[config.mk]
export PLATFORM = sky130hd
export DESIGN_NAME = barrel_shift_left
export DESIGN_NICKNAME = d
export VERILOG_FILES = /design/src/rtl/barrel_shift_left.sv
export SDC_FILE = /design/constraint.sdc
export NUM_CORES = 1
export LEC_CHECK = 0
export CORE_MARGIN = 2
export CORE_UTILIZATION = 30
export DETAILED_ROUTE_END_ITERATION = 12
export HOLD_SLACK_MARGIN = 0.02
export PLACE_DENSITY_LB_ADDON = 0.2
export SLEW_MARGIN = 30
export SYNTH_ARGS = -nofsm -noshare
export SYNTH_HDL_FRONTEND = slang
export SYNTH_SLANG_ARGS = --single-unit
export TNS_END_PERCENT = 20
[constraint.sdc]
create_clock -name clk -period 2.9 [get_ports clk]
set_input_delay 0.435 -clock clk [delete_from_list [all_inputs] [get_ports clk]]
set_output_delay 0.435 -clock clk [all_outputs]
set_load 0.02 [all_outputs]
[src/rtl/barrel_shift_left.sv]
`default_nettype none
// ============================================================================
// Module      : barrel_shift_left
// Description : Registered logical left barrel shifter for the CORDIC
//               datapath. Shifts the N-bit word `a` left by `shift` bits,
//               zero-filling the LSBs and discarding bits past the MSB.
//               The shift amount is one bit wider than log2(N), so a shift
//               of N or more is expressible and clears the word.
//
// Ports       : clk        - clock, all state updates on the rising edge
//               rst        - synchronous active-high reset (priority over
//                            in_valid); clears every pipeline register
//               in_valid   - a/shift qualify this cycle
//               a          - operand, N bits
//               shift      - unsigned shift amount, LOG_N+1 bits
//               o          - registered result a << shift
//               out_valid  - o holds the result of an accepted in_valid
//
// Build macro : BARREL_SHIFT_LEFT_PIPELINE_EN
//               undefined -> mux stages combinational, one output register,
//                            latency 1 cycle
//               defined   -> register after every mux stage, latency
//                            LOG_N+1 cycles; valid travels with the data
//
// Revision    : 1.0 - initial release
// ============================================================================
module barrel_shift_left #(
  parameter int N = 16
) (
  input  logic                 clk,
  input  logic                 rst,
  input  logic                 in_valid,
  input  logic [N-1:0]         a,
  input  logic [$clog2(N):0]   shift,
  output logic [N-1:0]         o,
  output logic                 out_valid
);

  localparam int LOG_N = $clog2(N);

  // One mux stage of the log-shifter. Stages below LOG_N shift by 2^k; the
  // top stage only ever sees shift amounts of 2^LOG_N >= N, so it clears.
  // For non-power-of-two N the lower stages alone can sum to >= N, and the
  // plain shift already empties the word in that case.
  function automatic logic [N-1:0] shift_stage(
    input logic [N-1:0] d,
    input logic         sel,
    input int           k
  );
    logic [N-1:0] r;
    r = d;
    if (sel) begin
      if (k >= LOG_N) begin
        r = '0;
      end else begin
        r = d << (1 << k);
      end
    end
    return r;
  endfunction

`ifdef BARREL_SHIFT_LEFT_PIPELINE_EN

  // Each stage registers its data, its valid bit and, for every stage but
  // the last, the shift amount still needed by the stages downstream.
  for (genvar k = 0; k <= LOG_N; k++) begin : g_stage
    logic [N-1:0] din;
    logic         vin;
    logic [LOG_N:0] sin;
    logic [N-1:0] data_d;
    logic [N-1:0] data_q;
    logic         valid_d;
    logic         valid_q;

    if (k == 0) begin : g_first
      assign din = a;
      assign vin = in_valid;
      assign sin = shift;
    end else begin : g_next
      assign din = g_stage[k-1].data_q;
      assign vin = g_stage[k-1].valid_q;
      assign sin = g_stage[k-1].g_carry.shamt_q;
    end

    // Data only moves on a valid beat so the output holds its last result
    // while in_valid is low.
    always_comb begin
      valid_d = vin;
      data_d  = data_q;
      if (vin) begin
        data_d = shift_stage(din, sin[k], k);
      end
    end

    always_ff @(posedge clk) begin
      if (rst) begin
        data_q  <= '0;
        valid_q <= 1'b0;
      end else begin
        data_q  <= data_d;
        valid_q <= valid_d;
      end
    end

    if (k < LOG_N) begin : g_carry
      logic [LOG_N:0] shamt_d;
      logic [LOG_N:0] shamt_q;

      always_comb begin
        shamt_d = sin;
      end

      always_ff @(posedge clk) begin
        if (rst) begin
          shamt_q <= '0;
        end else begin
          shamt_q <= shamt_d;
        end
      end
    end
  end

  assign o         = g_stage[LOG_N].data_q;
  assign out_valid = g_stage[LOG_N].valid_q;

`else

  // chain[k] is the word entering mux stage k; chain[LOG_N+1] is the result.
  logic [LOG_N+1:0][N-1:0] chain;
  logic [N-1:0]            o_d;
  logic [N-1:0]            o_q;
  logic                    out_valid_d;
  logic                    out_valid_q;

  assign chain[0] = a;

  for (genvar k = 0; k <= LOG_N; k++) begin : g_stage
    assign chain[k+1] = shift_stage(chain[k], shift[k], k);
  end

  always_comb begin
    o_d         = o_q;
    out_valid_d = in_valid;
    if (in_valid) begin
      o_d = chain[LOG_N+1];
    end
  end

  always_ff @(posedge clk) begin
    if (rst) begin
      o_q         <= '0;
      out_valid_q <= 1'b0;
    end else begin
      o_q         <= o_d;
      out_valid_q <= out_valid_d;
    end
  end

  assign o         = o_q;
  assign out_valid = out_valid_q;

`endif

endmodule
`default_nettype wire

==> results.py <==
metrics = {
    "power": {
        "sw_frac_of_total": 0.283,
        "pwr-share-clk": 0.291,
        "power_leakage_nw": 0.624,
        "finalPower_mw": 0.602,
        "power_frac_seq": 0.409,
        "p_per_area_mw_per_mm2": 356,
        "p_sw_mw": 0.171,
        "ir_drop_mv": 0.260,
        "power.share.combinational": 0.301,
        "p_int_mw": 0.431,
    },
    "floorplanning": {
        "start_util": 0.317,
        "io_pins": 41,
        "core_mm2": 0.00372,
        "rows": 22,
        "fp.dieH_um": 66.7,
        "die_w_um": 66.7,
        "die-area_mm2": 0.00445,
    },
    "finish": {
        "nets": 186,
        "n_antenna_cell": 0,
        "area_growth_pct": 43.4,
        "drive_gt1_frac": 0.149,
    },
    "timing": {
        "finalMaxSlewViolations": 0,
        "hold_viol": 0,
        "slew_headroom": 0.707,
        "setup_viol": 0,
        "period_share": 0.733,
        "rsz0062_at_grt": "no",
        "period_minus_slack_ns": 2.13,
        "fin_worst_skew_ns": 0,
        "timing_worst_slew_pin_value_ns": 0.436,
        "tns_ns": 0,
        "fmax_mhz": 470,
    },
    "detailed_routing": {
        "drc_errors": 0,
        "first_iter_violations": 44,
        "vias_per_cell": 5.38,
        "post_drt_wl_per_cell_um": 15.6,
        "drt-total-wl_um": 3270,
        "ant_nets": 0,
        "dr.pass1.iters": 4,
        "vias": 1124,
    },
    "yosys": {
        "synth_warnings": 0,
        "ys_seq_area_frac": 0.289,
        "synth_edf_count": 0,
        "synth_seq_cells": 17,
        "synthFlopType": "dfxtp_1",
        "ys_types": 34,
        "synth.largest_area_cell": "dfxtp_1",
        "synthArstFlopShare": 0,
        "synth_nets": 143,
        "syn_area_mm2": 0.00118,
        "synth_top_area_frac": 0.289,
        "synthTopCellsByArea": "dfxtp_1 (29%), mux2i_1 (17%), mux4_2 (11%)",
        "syn_inst": 119,
        "avgSynthCellArea_um2": 9.90,
    },
    "run_status": {
        "outcome": "completed",
    },
    "grt": {
        "grt_max_degree": 19,
        "grt_pass1_wl_um": 5400,
        "gr-total-overflow": 0,
        "grt_antenna_before_repair": 0,
        "track_usage": 0.161,
        "grt_pass1_vias": 1110,
    },
    "clock_tree": {
        "tritoncts": "done",
        "insertion_delay_ns": 0.25,
        "cts-resized-gates": 0,
        "cts_setup_buffers": 0,
        "htreeDepth": 1,
        "cts_buffer_depth": 2,
        "cts-root-buf": "clkbuf_8",
        "hold_buffers": 0,
        "cts-buffers-inserted": 3,
        "cts_num_sinks": 17,
        "clkTransAtPathRegs_ns": 0.07,
    },
    "placed_design": {
        "gp_congestion": 0.776,
        "hpwl_um": 2560,
        "numPortBuffers": 40,
    },
    "critical_path": {
        "start_kind": "input port",
        "worstPathRequired_ns": 3.03,
        "critPathKind": "input port to flip-flop",
        "endpoint_kind": "flip-flop",
        "worstPathArrival_ns": 2.26,
        "path_max_fanout": 7,
    },
    "hold_path": {
        "min_path_type": "flip-flop to flip-flop",
    },
    "job": {
        "cap_violations": 0,
    },
}
[critical path, cell delays in order]
cell,delay (ns)
clkdlybuf4s50_1,0.66
mux2_2,0.40
mux4_2,0.49
a22oi_1,0.19
a21oi_1,0.09
[registers in the layout (all words and copies together), names as in the netlist]
| register | cells |
|---|---|
| o | 16 |
| out_valid | 1 |
[power groups by stage]
stage | combinational, mW | sequential (mW) | clock [mW]
floorplan | 0.0928 | 0.260 | 0
global placement | 0.179 | 0.251 | 0
detailed placement | 0.180 | 0.251 | 0
CTS | 0.181 | 0.246 | 0.179
global route | 0.196 | 0.247 | 0.189
finish | 0.181 | 0.246 | 0.175
[cells in the final DEF, fill, tap and decap left out, types with 3 or more instances in the layout]
| cell | netlist | layout |
|---|---|---|
| clkdlybuf4s50_1 | 0 | 40 |
| mux2i_1 | 20 | 20 |
| dfxtp_1 | 17 | 17 |
| a22oi_1 | 15 | 15 |
| nor2_1 | 9 | 9 |
| buf_4 | 1 | 7 |
| mux4_2 | 6 | 6 |
| mux2_1 | 4 | 4 |
| a21oi_1 | 4 | 4 |
| nand3_1 | 4 | 4 |
| o22ai_1 | 3 | 3 |
| mux2_2 | 3 | 3 |
| a32oi_1 | 3 | 3 |
| clkbuf_8 | 0 | 3 |
[cell families (layout without fill, tap and decap cells)]
| logic type | Yosys count | after routing | synth area share |
|---|---|---|---|
| AOI/OAI and AO/OA | 32 | 32 | 0.200 |
| DFF | 17 | 17 | 0.289 |
| and+or+nand+nor | 24 | 24 | 0.107 |
| buffers and inverters | 13 | 55 | 0.0531 |
| muxes | 33 | 33 | 0.351 |
[metrics by stage]
stage | hold WS [ns] | setup WS [ns] | std cells | area (um2) | utilization
6_report | 0.507 | 0.773 | 209 | 1690 | 0.455
5_1_grt | 0.559 | 0.698 | 209 | 1690 | 0.455
4_1_cts | 0.508 | 0.785 | 209 | 1690 | 0.455
3_5_place_dp | 0.479 | 0.523 | 205 | 1640 | 0.442
3_3_place_gp | 0.484 | 0.590 | 205 | 1640 | 0.442
2_1_floorplan | 0.597 | 1.24 | 119 | 1180 | -
[layout make-up]
| type | instances | area, um2 |
|---|---|---|
| Clock buffer | 3 | 41.3 |
| Clock inverter | 1 | 5.00 |
| Fill cell | 372 | 2030 |
| Inverter | 4 | 15.0 |
| Multi-Input combinational cell | 89 | 776 |
| Sequential cell | 17 | 340 |
| Tap cell | 48 | 60.1 |
| Timing Repair Buffer | 47 | 453 |
[routing by layer]
metal | vias up | global-route usage | part of all wire
met4 | 0 | 0.0408 | 0.013
met5 | - | 0 | 0
met3 | 6 | 0.0405 | 0.054
li1 | 552 | - | -
met2 | 29 | 0.255 | 0.49
met1 | 537 | 0.217 | 0.45
[cell usage after synthesis, types with 2 or more instances]
library cell and count:
a21oi_1 4, a22oi_1 15, a32oi_1 3, and2_1 2
buf_2 2, clkbuf_1 4, dfxtp_1 17, inv_1 2
inv_2 2, mux2_1 4, mux2_2 3, mux2i_1 20
mux4_2 6, nand2b_1 2, nand3_1 4, nor2_1 9
o22ai_1 3
[final timing paths]
check / slack, ns / to / from / cells past startpoint
setup / recovery: 0.77 / o[14]$_SDFFE_PP0P_ / shift[1] / 5
hold / removal: 0.51 / o[4]$_SDFFE_PP0P_ / o[4]$_SDFFE_PP0P_ / 2
setup reg to reg: 2.19 / o[9]$_SDFFE_PP0P_ / o[9]$_SDFFE_PP0P_ / 2
hold reg to reg: 0.51 / o[4]$_SDFFE_PP0P_ / o[4]$_SDFFE_PP0P_ / 2
(Power assumes the default switching activity.)
